$ cat src/rtl/sign_acc_if.sv
// sign_acc_if: beat-in / result-out handshake bundle for sign_acc_block.
// master = producer of beats and consumer of results; slave = the block.
interface sign_acc_if #(
  parameter int CH = 4,
  parameter int IW = 13,
  parameter int OW = 18
);
  logic               in_valid;
  logic               in_ready;
  logic [CH*IW-1:0]   in_data;
  logic [CH-1:0]      in_sign;
  logic               out_valid;
  logic               out_ready;
  logic [CH*OW-1:0]   out_data;
  logic [CH-1:0]      out_sat;

  modport master (
    output in_valid, in_data, in_sign, out_ready,
    input  in_ready, out_valid, out_data, out_sat
  );

  modport slave (
    input  in_valid, in_data, in_sign, out_ready,
    output in_ready, out_valid, out_data, out_sat
  );
endinterface

$ cat src/rtl/sign_acc_block.sv
// sign_acc_block: CH-lane conditional-negate dot-product accumulator.
// Each lane sign-extends its IW-bit beat to the accumulator width, negates it
// when its sign bit is set, and sums M accepted beats. The CH sums are then
// held behind a valid/ready handshake until the consumer takes them.
// Optional build macro SMAC_SAT_EN: clamp each sum to the OW-bit signed range
// and raise out_sat for clamped lanes; otherwise sums are truncated to OW bits.
module sign_acc_block #(
  parameter int M  = 16,
  parameter int Pa = 8,
  parameter int CH = 4,
  parameter int OW = 2 * $clog2(M) + Pa + 2
) (
  input  logic     clk,
  input  logic     rst_n,
  input  logic     clr,
  sign_acc_if.slave bus
);

  localparam int IW = $clog2(M) + Pa + 1;
  localparam int AW = IW + $clog2(M) + 1;
  localparam int CW = $clog2(M + 1);

  typedef enum logic [1:0] {
    IDLE,
    ACC,
    HOLD
  } state_t;

  state_t                state;
  state_t                state_nxt;
  logic [CW-1:0]         count;
  logic signed [AW-1:0]  acc     [CH];
  logic signed [AW-1:0]  ext     [CH];
  logic signed [AW-1:0]  term    [CH];
  logic signed [AW-1:0]  sum_nxt [CH];
  logic [CH*OW-1:0]      data_conv;
  logic [CH*OW-1:0]      out_data_q;
  logic                  accept;
  logic                  last_beat;

`ifdef SMAC_SAT_EN
  localparam logic signed [AW-1:0] SAT_MAX = {{(AW-OW+1){1'b0}}, {(OW-1){1'b1}}};
  localparam logic signed [AW-1:0] SAT_MIN = {{(AW-OW+1){1'b1}}, {(OW-1){1'b0}}};
  logic [CH-1:0]         sat_conv;
  logic [CH-1:0]         out_sat_q;
`endif

  // Handshake: no look-ahead, a held result blocks all input.
  assign bus.in_ready  = (state != HOLD);
  assign bus.out_valid = (state == HOLD);
  assign bus.out_data  = out_data_q;
  assign accept        = bus.in_valid & bus.in_ready;
  assign last_beat     = accept && (count == CW'(M - 1));

`ifdef SMAC_SAT_EN
  assign bus.out_sat = out_sat_q;
`else
  assign bus.out_sat = '0;
`endif

  // Per-lane term: sign-extend first so negating the most negative input is exact.
  always_comb begin
    // NOTE: every variable written here gets a value before any branch, so no latch can be inferred.
    for (int k = 0; k < CH; k++) begin
      ext[k]     = AW'($signed(bus.in_data[k*IW +: IW]));
      term[k]    = bus.in_sign[k] ? -ext[k] : ext[k];
      sum_nxt[k] = (state == IDLE) ? term[k] : acc[k] + term[k];
    end
  end

  // Output conversion of the sum that completes the result (clamp or truncate).
  always_comb begin
    data_conv = '0;
`ifdef SMAC_SAT_EN
    sat_conv  = '0;
`endif
    for (int k = 0; k < CH; k++) begin
`ifdef SMAC_SAT_EN
      if (sum_nxt[k] > SAT_MAX) begin
        data_conv[k*OW +: OW] = SAT_MAX[OW-1:0];
        sat_conv[k]           = 1'b1;
      end else if (sum_nxt[k] < SAT_MIN) begin
        data_conv[k*OW +: OW] = SAT_MIN[OW-1:0];
        sat_conv[k]           = 1'b1;
      end else begin
        data_conv[k*OW +: OW] = sum_nxt[k][OW-1:0];
      end
`else
      data_conv[k*OW +: OW] = sum_nxt[k][OW-1:0];
`endif
    end
  end

  // State register.
  always_ff @(posedge clk or negedge rst_n) begin
    // NOTE: sequential state uses non-blocking assignments so every flop samples pre-edge values.
    if (!rst_n) state <= IDLE;
    else        state <= state_nxt;
  end

  // Next-state logic: clr aborts from anywhere, M-th beat enters HOLD.
  always_comb begin
    state_nxt = state;
    if (clr) begin
      state_nxt = IDLE;
    end else begin
      unique case (state)
        IDLE:    if (accept) state_nxt = last_beat ? HOLD : ACC;
        ACC:     if (last_beat) state_nxt = HOLD;
        HOLD:    if (bus.out_ready) state_nxt = IDLE;
        default: state_nxt = IDLE;
      endcase
    end
  end

  // Datapath: accumulate accepted beats, capture converted sums on HOLD entry.
  always_ff @(posedge clk or negedge rst_n) begin
    if (!rst_n) begin
      // NOTE: the lane accumulators are a handful of flops, not a RAM, so they are reset with everything else.
      acc        <= '{default: '0};
      count      <= '0;
      out_data_q <= '0;
`ifdef SMAC_SAT_EN
      out_sat_q  <= '0;
`endif
    end else if (clr) begin
      acc       <= '{default: '0};
      count     <= '0;
`ifdef SMAC_SAT_EN
      out_sat_q <= '0;
`endif
    end else if (state == HOLD) begin
      if (bus.out_ready) begin
        acc       <= '{default: '0};
        count     <= '0;
`ifdef SMAC_SAT_EN
        out_sat_q <= '0;
`endif
      end
    end else if (accept) begin
      acc   <= sum_nxt;
      count <= count + CW'(1);
      if (last_beat) begin
        out_data_q <= data_conv;
`ifdef SMAC_SAT_EN
        out_sat_q  <= sat_conv;
`endif
      end
    end
  end

endmodule

$ cat src/flat_wrapper.sv
// flat-port wrapper written by rule: the top's interface ports become plain ports
module sign_acc_block_flat 
#(
  parameter int M  = 16,
  parameter int Pa = 8,
  parameter int CH = 4,
  parameter int OW = 2 * $clog2(M) + Pa + 2
)
  (clk, rst_n, clr, bus_in_valid, bus_in_data, bus_in_sign, bus_out_ready, bus_in_ready, bus_out_valid, bus_out_data, bus_out_sat);
  sign_acc_if #(.CH(CH), .OW(OW)) bus_i ();
  input  logic clk;
  input  logic rst_n;
  input  logic clr;
  input wire logic [$bits(bus_i.in_valid)-1:0] bus_in_valid;
  input wire logic [$bits(bus_i.in_data)-1:0] bus_in_data;
  input wire logic [$bits(bus_i.in_sign)-1:0] bus_in_sign;
  input wire logic [$bits(bus_i.out_ready)-1:0] bus_out_ready;
  output wire logic [$bits(bus_i.in_ready)-1:0] bus_in_ready;
  output wire logic [$bits(bus_i.out_valid)-1:0] bus_out_valid;
  output wire logic [$bits(bus_i.out_data)-1:0] bus_out_data;
  output wire logic [$bits(bus_i.out_sat)-1:0] bus_out_sat;
  assign bus_i.in_valid = bus_in_valid;
  assign bus_i.in_data = bus_in_data;
  assign bus_i.in_sign = bus_in_sign;
  assign bus_i.out_ready = bus_out_ready;
  assign bus_in_ready = bus_i.in_ready;
  assign bus_out_valid = bus_i.out_valid;
  assign bus_out_data = bus_i.out_data;
  assign bus_out_sat = bus_i.out_sat;
  sign_acc_block #(.M(M), .Pa(Pa), .CH(CH), .OW(OW)) u_core (.clk(clk), .rst_n(rst_n), .clr(clr), .bus(bus_i));
endmodule
$ cat config.mk
export PLATFORM = sky130hd
export DESIGN_NAME = sign_acc_block_flat
export DESIGN_NICKNAME = d
export VERILOG_FILES = /design/src/rtl/sign_acc_if.sv /design/src/rtl/sign_acc_block.sv /design/src/flat_wrapper.sv
export SDC_FILE = /design/constraint.sdc
export NUM_CORES = 1
export LEC_CHECK = 0
export BUFFER_PORTS_ARGS = -buffer_cell sky130_fd_sc_hd__buf_2
export CELL_PAD_IN_SITES_DETAIL_PLACEMENT = 1
export CELL_PAD_IN_SITES_GLOBAL_PLACEMENT = 2
export CORE_AREA = 2 2 158 222
export CTS_CLUSTER_SIZE = 28
export DETAILED_ROUTE_END_ITERATION = 6
export DIE_AREA = 0 0 160 224
export PLACE_DENSITY = 0.79
export SYNTH_ARGS = -nofsm -noshare
export SYNTH_HDL_FRONTEND = slang
export SYNTH_SLANG_ARGS = --single-unit
$ cat constraint.sdc
create_clock -name clk -period 2.8 [get_ports clk]
set_clock_uncertainty 0.1 [all_clocks]
set_input_delay 0 -clock clk [delete_from_list [all_inputs] [get_ports clk]]
set_output_delay 0 -clock clk [all_outputs]
set_load 0.02 [all_outputs]
After elaboration in Yosys (flattened, before gate mapping) --
Cells that the tools add are included. Widths: inputs -> output; s select.
Word-level totals: word-level logic and storage cells 54, memories 0, flip-flop bits (word level) 151, memory bits (writable) 0, bits in latches 0, ROM bits 0
Cells by class: $mul 0, bitwise logic cells 3, multiplexer cells 22, reductions and logical operators 6, divide/modulo/power cells 0, shift operators 0, add/subtract/negate cells 9, $lt $le $gt $ge 0, eq/ne operators 7
Operators by type and width (count):
- $mux 72 | 4
- $mux 18 | 8
- $add 18x18->18 | 4
- $neg 13->18 | 4
- $mux 5 | 4
- $mux 2 | 5
- $ne 3x2->1 const B | 2
- $pmux 2 s3 | 1
- $add 5x1->5 const B | 1
- $eq 5x4->1 const B | 1
- $reduce_and 4->1 | 1
- $ne 3x3->1 const B | 1
- $reduce_and 3->1 | 1
- $reduce_bool 3->1 | 1
- $eq 2x1->1 const B | 1
- $eq 2x2->1 const B | 1
- $logic_not 2->1 | 1
- $ne 2x2->1 const B | 1
- $not 1->1 | 2
- $reduce_and 2->1 | 1
- $and 1x1->1 | 1
- $logic_and 1x1->1 | 1

Longest topological paths before layout --
depth after elaboration 7, depth in mapped cells 18, mapped depth without buffers 18

Least setup slack after synthesis --
No wires, ideal clock.
path type input -> register, start point in bus_in_data[45], end point reg u_core.out_data_q[71], in the netlist u_core.bus.out_data[71], arrival 3.170 ns, path buffers 0, setup slack -0.595 ns, stages on the path 14, cell sequence or4_4 or3_4 or4_4 o21ai_4 xor2_2 inv_1 ha_1 and2_1 o21a_1 a41oi_1 mux2i_1 nor2_1 xnor2_1 mux2_2
On the way: word-level cells in the longest chain between the ends 4
Ends and longest elaborated chain:
- start: declaration | line flat_wrapper.sv:15 | input wire logic [$bits(bus_i.in_data)-1:0] bus_in_data;
- $neg 13->18 | line sign_acc_block.sv:66 | term[k] = bus.in_sign[k] ? -ext[k] : ext[k];
- $mux 18 (*) | line sign_acc_block.sv:66
- $add 18x18->18 | line sign_acc_block.sv:67 | sum_nxt[k] = (state == IDLE) ? term[k] : acc[k] + term[k];
- $mux 18 (*) | line sign_acc_block.sv:67
- end signal: assignment | line sign_acc_block.sv:144 | out_data_q <= data_conv;
- end: declaration | line sign_acc_block.sv:37 | logic [CH*OW-1:0] out_data_q;
Mark *: on every way between the ends. The rest lies on a longest branch, timed or not. A chain may end at the register's enable or synchronous reset.

Worst setup path in the final report --
Same ends and word-level chain as after synthesis.

==> run metrics <==
final setup fails 15; Critical Path Fanout Max 4; crit path kind in -> reg; DRT antenna net count 0; initial antenna violation count 0; die footprint 0.03584 mm2; commonest non-fill, non-tap cell in the layout buf_4; Final Wtd Congestion ~0.9; CTS root buffer clkbuf_16; largest net degree at the start of global routing 72; core area 0.03383 mm2; vias in the first global route 12,200; layout cell share with drive strength beyond 1 38.46%; max incr delay on CP ~0.54 ns; critical path's slowest cell or4_4; FF+latch area 0.003779 mm2; Die X-Extent 160 um; Remaining Overflow, GRT 0; post-route minimum period 3.078 ns; DRC Markers 0; measured slew at the worst slew-check pin 0.7359 ns; number of clock sinks 151; Initial DRC Count 506; reg2reg setup slack 0.02 ns; Hold Path End u_core.bus.out_data[47]$_DFFE_PN0P_; nets between 1,500 and 2,000; Filler cells around 4,000; Initial Utilization a little under a third; Syn Area/Cell 8.414 um2; utilization after layout 47.74%; Final Cycle Share 109.9%; Hold WC Path Type in -> reg; Max Clock Freq 324.9 MHz; EDFF count, synth 0; Netlist cell types 70; Post-synth top flop dfrtp_1; post-synthesis sequential area ratio a little over a third; failing checks setup timing; DR vias around 11,000; n_diodes 0; Worst R2R Path Depth 13; crit path DAT about 3.3 ns; Hold Crit Start bus_in_data[37]; CP Launch Type input pin; crit-path most repeated cell or4_4; Cell Rows 80; critical-path cell list buf_6 > or4_4 > or3_4 > or4_4 > o21ai_4 > xor2_2 > inv_2 > ha_4 > and2_4 > o21a_1 > a41oi_2 > mux2i_1 > nor2_1 > xnor2_1 > mux2_4; Area Overhead vs Synth 50.34%; Non-Filler Instances 2,175; placed cell count 2,063; RSZ-0062 raised after global routing true; number of port buffers 134; Max VDD drop 0.2939 mV; reg2reg end u_core.acc[52]$_DFFE_PN0P_; clock slew at reported path FFs 0.07 ns; CP Capture Type flop; fin. max-slew vios 0; Multi-input gate area between 0.007 and 0.008 mm2; H-tree Lvls 4; status finished, violations left; Crit path required time ~3 ns; Pwr Total slightly below 8 mW; Post-Route WL around 40,000 um; drt pass-1 iters 5; Hold Path Depth 4; commonest non-fill, non-tap cells in the layout 314 x buf_4, 165 x nand2_1, 151 x dfrtp_1; max cap viols 0; Total Neg Setup Slack -1.508 ns; Final WS setup -0.2775 ns; slew margin rel. 50.94%; Yosys warning count 0; Skew-Pair Late Insertion Delay 0.46 ns; power per cell area 487.6 mW/mm2; CTS tree built; Longest Clk Path Bufs 2; Global Route Usage Sum 22.32%; Vias/cell between 5 and 6; wire length per cell about 19 um; Detail Placement HPWL 28,480 um; Syn Inst Count 1,277; LEAKAGE 7.879 nW; Post-synth ARST share 100.0%; CTS buffer count 17; synthesized area 0.01074 mm2; Crit Reg-Reg Startpoint u_core.acc[36]$_DFFE_PN0P_; first-pass GRT wire length 63,620 um; Seq cells post-synth 151; Die Height 224 um; top-level I/O count 139; count of final hold-check violations 0
==> synthesized netlist by cell type (17+ instances only) <==
library cell | count | area [um2]
dfrtp_1 | 151 | 3779
nor3_1 | 21 | 105.1
o21a_1 | 20 | 150.1
clkbuf_1 | 50 | 187.7
a21oi_1 | 86 | 430.4
ha_1 | 74 | 925.9
a211oi_1 | 17 | 127.6
nand2b_1 | 20 | 125.1
inv_1 | 51 | 191.4
nand2_1 | 172 | 645.6
xor2_1 | 27 | 236.5
xnor2_1 | 60 | 525.5
nor2_1 | 91 | 341.6
o21ai_0 | 155 | 775.7
a21o_1 | 34 | 255.2
==> worst max-delay path by stage <==
stage	cells after the start	slack, ns	end	from
after floorplan	14	-0.53	u_core.bus.out_data[71]$_DFFE_PN0P_	bus_in_data[45]
after global placement	16	-0.78	u_core.bus.out_data[69]$_DFFE_PN0P_	bus_in_data[45]
after detailed placement	16	-0.85	u_core.bus.out_data[69]$_DFFE_PN0P_	bus_in_data[45]
after CTS	15	-0.23	u_core.bus.out_data[71]$_DFFE_PN0P_	bus_in_data[45]
after global routing	16	-0.36	u_core.bus.out_data[69]$_DFFE_PN0P_	bus_in_data[45]
final	15	-0.28	u_core.bus.out_data[71]$_DFFE_PN0P_	bus_in_data[45]
==> where the power goes <==
part / internal (mW) / total [mW] / switching (mW)
clock network: 1.40 / 2.44 / 1.04
logic: 1.51 / 3.04 / 1.54
registers: 2.29 / 2.39 / 0.102
total: 5.20 / 7.88 / 2.68
==> worst max-delay path: cells and delay by family <==
kind / cells / cell delay [ns]
buffers and inverters: 2 / 0.15
adders and majority gates: 1 / 0.23
xor gates and xnor gates: 2 / 0.33
and+or+nand+nor: 5 / 1.60
muxes: 2 / 0.47
AOI/OAI and AO/OA: 3 / 0.53
==> flip-flops by register name (all words and copies together) (netlist names) <==
signal	flops
u_core.count	5
u_core.acc	72
u_core.bus.out_data	72
u_core.state	2
==> kinds of logic after synthesis <==
kind of cell	count (synthesis)	share of synthesized area (%)
xor gates and xnor gates	88	7.244
AOI/OAI and AO/OA	441	26.09
and+or+nand+nor	390	16.48
muxes	16	1.549
other	1	0.03490
adders and majority gates	78	9.363
buffers and inverters	112	4.076
DFF	151	35.17
==> routing by layer <==
layer	vias to the layer above	GRT usage, %	part of all wire [%]
li1	5449	-	-
met1	5738	24.75	40
met2	180	42.93	54
met3	65	3.148	2.5
met4	0	8.137	2.9
met5	-	0	0
==> cell type report <==
class,count,area share (%)
repair buffers,473,21.18
well taps,451,3.493
inverters,51,1.309
clock inverters,11,0.8288
flip-flops and latches,151,23.39
clock buffers,21,2.912
multi-input cells,1017,46.89
==> repair_timing <==
| item | in CTS | in global routing |
|---|---|---|
| resized for setup | 67 | 123 |
| cloned | 0 | 0 |
| hold buffers | 13 | 0 |
| endpoints found under the setup margin | 34 | 71 |
| endpoints found under the hold margin | 86 | 0 |
| pin swaps | 34 | 76 |
| setup buffers | 51 | 24 |
==> through the flow <==
stage / cell area (um2) / hold slack [ns] / worst slack (ns)
floorplan: 11080 / -0.3956 / -0.5262
global placement: 14120 / -0.01276 / -0.7786
detailed placement: 14120 / -0.01918 / -0.8491
CTS: 15560 / 0.006621 / -0.2324
global route: 16150 / 0.03908 / -0.3598
finish: 16150 / 0.02271 / -0.2775
Note: power is estimated with default switching activity, not from simulation.
